**config.mk**
```make
export PLATFORM = sky130hd
export DESIGN_NAME = matmul_result_drain_flat
export DESIGN_NICKNAME = d
export VERILOG_FILES = /design/src/rtl/matmul_result_drain_if.sv /design/src/rtl/matmul_result_drain.sv /design/src/flat_wrapper.sv
export SDC_FILE = /design/constraint.sdc
export NUM_CORES = 1
export LEC_CHECK = 0
export ABC_AREA = 0
export CORE_ASPECT_RATIO = 1.25
export CORE_MARGIN = 3
export CORE_UTILIZATION = 64
export CTS_BUF_LIST = sky130_fd_sc_hd__clkbuf_2 sky130_fd_sc_hd__clkbuf_4 sky130_fd_sc_hd__clkbuf_8
export CTS_CLUSTER_DIAMETER = 80
export DETAILED_ROUTE_END_ITERATION = 8
export PLACE_DENSITY = 0.89
export SYNTH_ARGS = -nofsm -noshare
export SYNTH_HDL_FRONTEND = slang
export SYNTH_SLANG_ARGS = --single-unit
```
**constraint.sdc**
```tcl
create_clock -name clk -period 7.8 [get_ports clk]
set_clock_uncertainty 0.05 [all_clocks]
set_input_delay 1.56 -clock clk [delete_from_list [all_inputs] [get_ports clk]]
set_output_delay 1.56 -clock clk [all_outputs]
set_load 0.01 [all_outputs]
```
**src/rtl/matmul_result_drain_if.sv**
```systemverilog
// Port bundle for the result drain: row intake from the systolic array,
// element stream to writeback, plus the control/status pins.
interface matmul_result_drain_if #(
    parameter int N     = 4,
    parameter int ACC_W = 16
);
    logic               start;
    logic               abort;
    logic               res_valid;
    logic [N*ACC_W-1:0] res_data;
    logic               res_ready;
    logic               out_valid;
    logic [ACC_W-1:0]   out_data;
    logic               out_last;
    logic               out_ready;
    logic               busy;
    logic               done;

    modport master (
        output start, abort, res_valid, res_data, out_ready,
        input  res_ready, out_valid, out_data, out_last, busy, done
    );

    modport slave (
        input  start, abort, res_valid, res_data, out_ready,
        output res_ready, out_valid, out_data, out_last, busy, done
    );
endinterface

```
**src/rtl/matmul_result_drain.sv**
```systemverilog
// Buffers one N x N accumulator tile row by row, then streams it out
// row-major, one element per accepted beat.
module matmul_result_drain #(
    parameter int N     = 4,
    parameter int ACC_W = 16
) (
    input  logic                  clk,
    input  logic                  rst,
    matmul_result_drain_if.slave  bus,
    output logic [1:0]            dbg_state
);
    localparam int            CW   = (N > 1) ? $clog2(N) : 1;
    localparam logic [CW-1:0] LAST = CW'(N - 1);

    typedef enum logic [1:0] {
        IDLE    = 2'd0,
        CAPTURE = 2'd1,
        DRAIN   = 2'd2,
        DONE    = 2'd3
    } state_t;

    state_t          state_q, state_d;
    logic [CW-1:0]   row_cnt_q, row_cnt_d;
    logic [CW-1:0]   col_cnt_q, col_cnt_d;
    logic [ACC_W-1:0] tile_q [N][N];
    logic [ACC_W-1:0] tile_d [N][N];
    logic            row_xfer;

    // Both streams use plain valid/ready: a beat moves on a rising edge
    // where valid && ready; the producer must hold its payload until then.
    always_comb begin
        state_d       = state_q;
        row_cnt_d     = row_cnt_q;
        col_cnt_d     = col_cnt_q;
        row_xfer      = 1'b0;
        bus.res_ready = 1'b0;
        bus.out_valid = 1'b0;
        bus.out_data  = '0;
        bus.out_last  = 1'b0;
        bus.busy      = (state_q != IDLE);
        bus.done      = 1'b0;

        case (state_q)
            IDLE: begin
                if (bus.start) begin
                    state_d   = CAPTURE;
                    row_cnt_d = '0;
                    col_cnt_d = '0;
                end
            end
            CAPTURE: begin
                bus.res_ready = 1'b1;
                row_xfer      = bus.res_valid;
                if (row_xfer) begin
                    if (row_cnt_q == LAST) begin
                        state_d   = DRAIN;
                        row_cnt_d = '0;
                        col_cnt_d = '0;
                    end else begin
                        row_cnt_d = row_cnt_q + 1'b1;
                    end
                end
            end
            DRAIN: begin
                bus.out_valid = 1'b1;
                bus.out_data  = tile_q[row_cnt_q][col_cnt_q];
                bus.out_last  = (row_cnt_q == LAST) && (col_cnt_q == LAST);
                if (bus.out_ready) begin
                    if (col_cnt_q == LAST) begin
                        col_cnt_d = '0;
                        if (row_cnt_q == LAST) begin
                            state_d   = DONE;
                            row_cnt_d = '0;
                        end else begin
                            row_cnt_d = row_cnt_q + 1'b1;
                        end
                    end else begin
                        col_cnt_d = col_cnt_q + 1'b1;
                    end
                end
            end
            DONE: begin
                bus.done = 1'b1;
                state_d  = IDLE;
            end
            default: state_d = IDLE;
        endcase

        // Abort overrides everything, including a start seen in IDLE.
        if (bus.abort) begin
            state_d   = IDLE;
            row_cnt_d = '0;
            col_cnt_d = '0;
            row_xfer  = 1'b0;
        end
    end

    always_comb begin
        tile_d = tile_q;
        for (int r = 0; r < N; r++) begin
            if (row_xfer && (row_cnt_q == CW'(r))) begin
                for (int c = 0; c < N; c++) begin
                    tile_d[r][c] = bus.res_data[c*ACC_W +: ACC_W];
                end
            end
        end
    end

    always_ff @(posedge clk or negedge rst) begin
        if (!rst) begin
            state_q   <= IDLE;
            row_cnt_q <= '0;
            col_cnt_q <= '0;
        end else begin
            state_q   <= state_d;
            row_cnt_q <= row_cnt_d;
            col_cnt_q <= col_cnt_d;
        end
    end

    // Tile storage carries no reset; it is always written before it is read.
    always_ff @(posedge clk) begin
        tile_q <= tile_d;
    end

    assign dbg_state = state_q;
endmodule

```
**src/flat_wrapper.sv**
```systemverilog
// flat-port wrapper written by rule: the top's interface ports become plain ports
module matmul_result_drain_flat 
#(
    parameter int N     = 4,
    parameter int ACC_W = 16
)
  (clk, rst, dbg_state, bus_start, bus_abort, bus_res_valid, bus_res_data, bus_out_ready, bus_res_ready, bus_out_valid, bus_out_data, bus_out_last, bus_busy, bus_done);
  matmul_result_drain_if #(.N(N), .ACC_W(ACC_W)) bus_i ();
  input  logic clk;
  input  logic rst;
  output logic [1:0] dbg_state;
  input wire logic [$bits(bus_i.start)-1:0] bus_start;
  input wire logic [$bits(bus_i.abort)-1:0] bus_abort;
  input wire logic [$bits(bus_i.res_valid)-1:0] bus_res_valid;
  input wire logic [$bits(bus_i.res_data)-1:0] bus_res_data;
  input wire logic [$bits(bus_i.out_ready)-1:0] bus_out_ready;
  output wire logic [$bits(bus_i.res_ready)-1:0] bus_res_ready;
  output wire logic [$bits(bus_i.out_valid)-1:0] bus_out_valid;
  output wire logic [$bits(bus_i.out_data)-1:0] bus_out_data;
  output wire logic [$bits(bus_i.out_last)-1:0] bus_out_last;
  output wire logic [$bits(bus_i.busy)-1:0] bus_busy;
  output wire logic [$bits(bus_i.done)-1:0] bus_done;
  assign bus_i.start = bus_start;
  assign bus_i.abort = bus_abort;
  assign bus_i.res_valid = bus_res_valid;
  assign bus_i.res_data = bus_res_data;
  assign bus_i.out_ready = bus_out_ready;
  assign bus_res_ready = bus_i.res_ready;
  assign bus_out_valid = bus_i.out_valid;
  assign bus_out_data = bus_i.out_data;
  assign bus_out_last = bus_i.out_last;
  assign bus_busy = bus_i.busy;
  assign bus_done = bus_i.done;
  matmul_result_drain #(.N(N), .ACC_W(ACC_W)) u_core (.clk(clk), .rst(rst), .bus(bus_i), .dbg_state(dbg_state));
endmodule
```
==> impl_results.md <==
* HPWL Detailed at about 13 mm
* Post_cts resized at 0
* # setup viols final at 0
* Routability cong. at approximately 0.8
* Core Box Area at between 15000 and 20000 um^2
* Slew HR at 0.284
* Tcrit/Tclk final at 0.679
* CTS Buffer Depth at 3
* Antenna violations before repair at 2
* Power Dens Cells at 295 nW/um^2
* Cts bufs inserted at 37
* Initial Utilization at 0.659
* Startpoint Class: flip-flop
* CP Class: flip-flop to output port
* Post-synthesis mux area share at 0.130
* Number of flops mapped to enable cells by yosys at between 200 and 300
* Post-synthesis register bit count at 262
* Post-route antenna net violation count at 0
* Avg Vias per Cell at approximately 6.3
* Reg2Reg Depth at 4
* Post-CTS Setup Inserts at 0
* Number of global-route vias before repair at just over 6000
* Yosys top cell area share at 0.741
* GRT overflow at 0
* Leakage at a little under 4 nW
* Least-Margin Pin Slew at between 1 and 1.5 ns
* Die footprint at 17800 um^2
* CTS tree: done
* Port buffer count at 92
* Synth Area in Adders at 0.0121
* Hold Path Origin: u_core.col_cnt_q[1]
* CTS H-tree lvls at 2
* I/O pins at between 90 and 100
* RR Endpoint: u_core.tile_q[11]
* # DRC at 0
* Worst setup path end: bus_out_data[8]
* Layout Area Growth over Synthesis at 17.5%
* Share of cells above drive strength 1 at 0.110
* Origin of the worst setup path: u_core.row_cnt_q[0]
* Fin crit period at ~5.3 ns
* YS warnings at 0
* Commonest non-fill, non-tap cell in the layout: edfxtp_1
* Register area share after synthesis at 0.755
* Cells after Synth at about 600
* Top post-synthesis cells by area: edfxtp_1 74%, mux2i_1 12%, a22oi_1 4.3%, nand3_1 1.5%, dfrtp_1 1.4%
* Total number of vias at 5900
* Fmax at 0.189 GHz
* Final Max Slew Viols at 0
* XOR/XNOR share of the synthesized area at 0
* Critical Path AT at between 3 and 4 ns
* Simple-Gate Fraction of Synth Area at 0.0352
* Most frequent cells in the layout: 256 x edfxtp_1, 127 x mux2i_1, 92 x clkdlybuf4s50_1
* Crit end category: output port
* Post-route setup TNS at 0 ns
* Syn avg cell area at between 15 and 20 um^2
* Fill cell count at 822
* Synth area leader: edfxtp_1
* RR Startpoint: u_core.row_cnt_q[0]
* Vert. Die Dim at about 150 um
* Worst EP required at roughly 6.2 ns
* Largest net degree at the start of global routing at 65
* Worst Hold Class: flip-flop to flip-flop
* Total Power at around 3.6 mW
* Clock Latency Late Sink at roughly 0.51 ns
* Maximum vdd drop at 0.175 mV
* CTS Root Cell: clkbuf_8
* Die Span X at approximately 120 um
* FP Rows at 51
* Worst reg2reg setup slack at about 4.4 ns
* Netlist cell types at 28
* Clock transition at path regs at roughly 0.060 ns
* Clock sinks at around 260
* Final hold viol count at 0
* TritonRoute pass-1 iters at 5
* FFs w/ async S/R, synth at 0.0229
* Max-cap violations at 0
* Post-synth net total at between 600 and 700
* Outcome: completed
* Syn Std Cell Area at a little over 10000 um^2
* Hold_buf cts at 0
* Worst Hold Depth at 1
* RSZ-0062 raised after global routing: false
* Final WL at 22.7 mm
* Fin nets at a little under 800
* Initial DRC Count at between 600 and 700
* Primary FF master, synth: edfxtp_1
* GRT Overall Usage at 0.254
* Largest family of logic cells by synthesized area: multiplexers
* Avg WL per Cell at ~24 um
* Global-route wire length before repair at roughly 34 mm
* Crit-path max FO at between 40 and 50
* Compound-Gate Fraction of Synth Area at 0.0487
==> stage by stage <==
step                setup WS [ns]  hold slack (ns)  std cells  area, um^2  utilization
global route                 2.41            0.567        934       12200        0.774
global placement             3.29            0.515        867       11500        0.729
floorplan                    3.98            0.473        586       10400            -
detailed placement           3.11            0.530        867       11500        0.729
CTS                          2.54            0.544        933       12200        0.774
finish                       2.50            0.557        934       12200        0.774
==> power breakdown <==
| group | leakage [nW] | internal [mW] | switching [mW] |
|---|---|---|---|
| registers | 2.39 | 1.61 | 0.0781 |
| clock network | 0.375 | 0.535 | 0.481 |
| logic | 1.22 | 0.408 | 0.480 |
| total | 3.98 | 2.55 | 1.04 |
==> critical path, cell delays in order, from the launching register on <==
cell and delay [ns]:
dfrtp_4 0.90, buf_4 0.78, mux2i_1 0.21, a22oi_1 0.28
nand3_1 0.24, nand2_1 0.16, clkdlybuf4s50_1 0.57
==> final cells by class <==
class / count / area, um^2 / area share
Antenna cell: 1 / 2.50 / 0.000205
Tap cell: 212 / 265 / 0.0217
Multi-Input combinational cell: 286 / 2380 / 0.195
Sequential cell: 262 / 7840 / 0.643
Inverter: 8 / 30.0 / 0.00246
Timing Repair Buffer: 99 / 973 / 0.0798
Clock inverter: 14 / 61.3 / 0.00503
Clock buffer: 52 / 647 / 0.0530
==> per-layer routing <==
metal	vias up	share of wire	track usage
li1	2552	-	-
met1	2965	0.37	0.314
met2	323	0.52	0.426
met3	58	0.076	0.0529
met4	2	0.038	0.136
met5	-	0.00048	0
==> cells by family after synthesis <==
| family | Yosys count |
|---|---|
| adder cells (fa/ha/maj) | 10 |
| multiplexers | 132 |
| buffers and inverters | 38 |
| flip-flops | 262 |
| AO/OA/AOI/OAI | 68 |
| AND/OR/NAND/NOR | 76 |
==> cells in the mapped netlist, types with 2 or more instances <==
| library cell | instances |
|---|---|
| edfxtp_1 | 256 |
| mux2i_1 | 127 |
| a22oi_1 | 60 |
| nand3_1 | 31 |
| nand2_1 | 26 |
| buf_4 | 12 |
| clkbuf_1 | 12 |
| ha_1 | 10 |
| inv_1 | 8 |
| and2_1 | 6 |
| dfrtp_1 | 6 |
| buf_2 | 5 |
| and3_1 | 3 |
| mux2_2 | 3 |
| nor2_1 | 3 |
| nor2b_1 | 3 |
| a31oi_1 | 2 |
| mux4_2 | 2 |
| o2111ai_1 | 2 |
==> how the worst min path moves through the flow <==
| stage | endpoint | slack, ns |
|---|---|---|
| 2_1_floorplan | u_core.col_cnt_q[1] | 0.47 |
| 3_3_place_gp | u_core.col_cnt_q[1] | 0.51 |
| 3_5_place_dp | u_core.col_cnt_q[1] | 0.53 |
| 4_1_cts | u_core.col_cnt_q[1] | 0.54 |
| 5_1_grt | u_core.col_cnt_q[1] | 0.57 |
| 6_report | u_core.col_cnt_q[1] | 0.56 |
==> registers in the layout, summed over array words and instances, names as in the netlist <==
name	cells
u_core.dbg_state	2
u_core.row_cnt_q	2
u_core.col_cnt_q	2
u_core.tile_q	256
(Power assumes the default switching activity.)
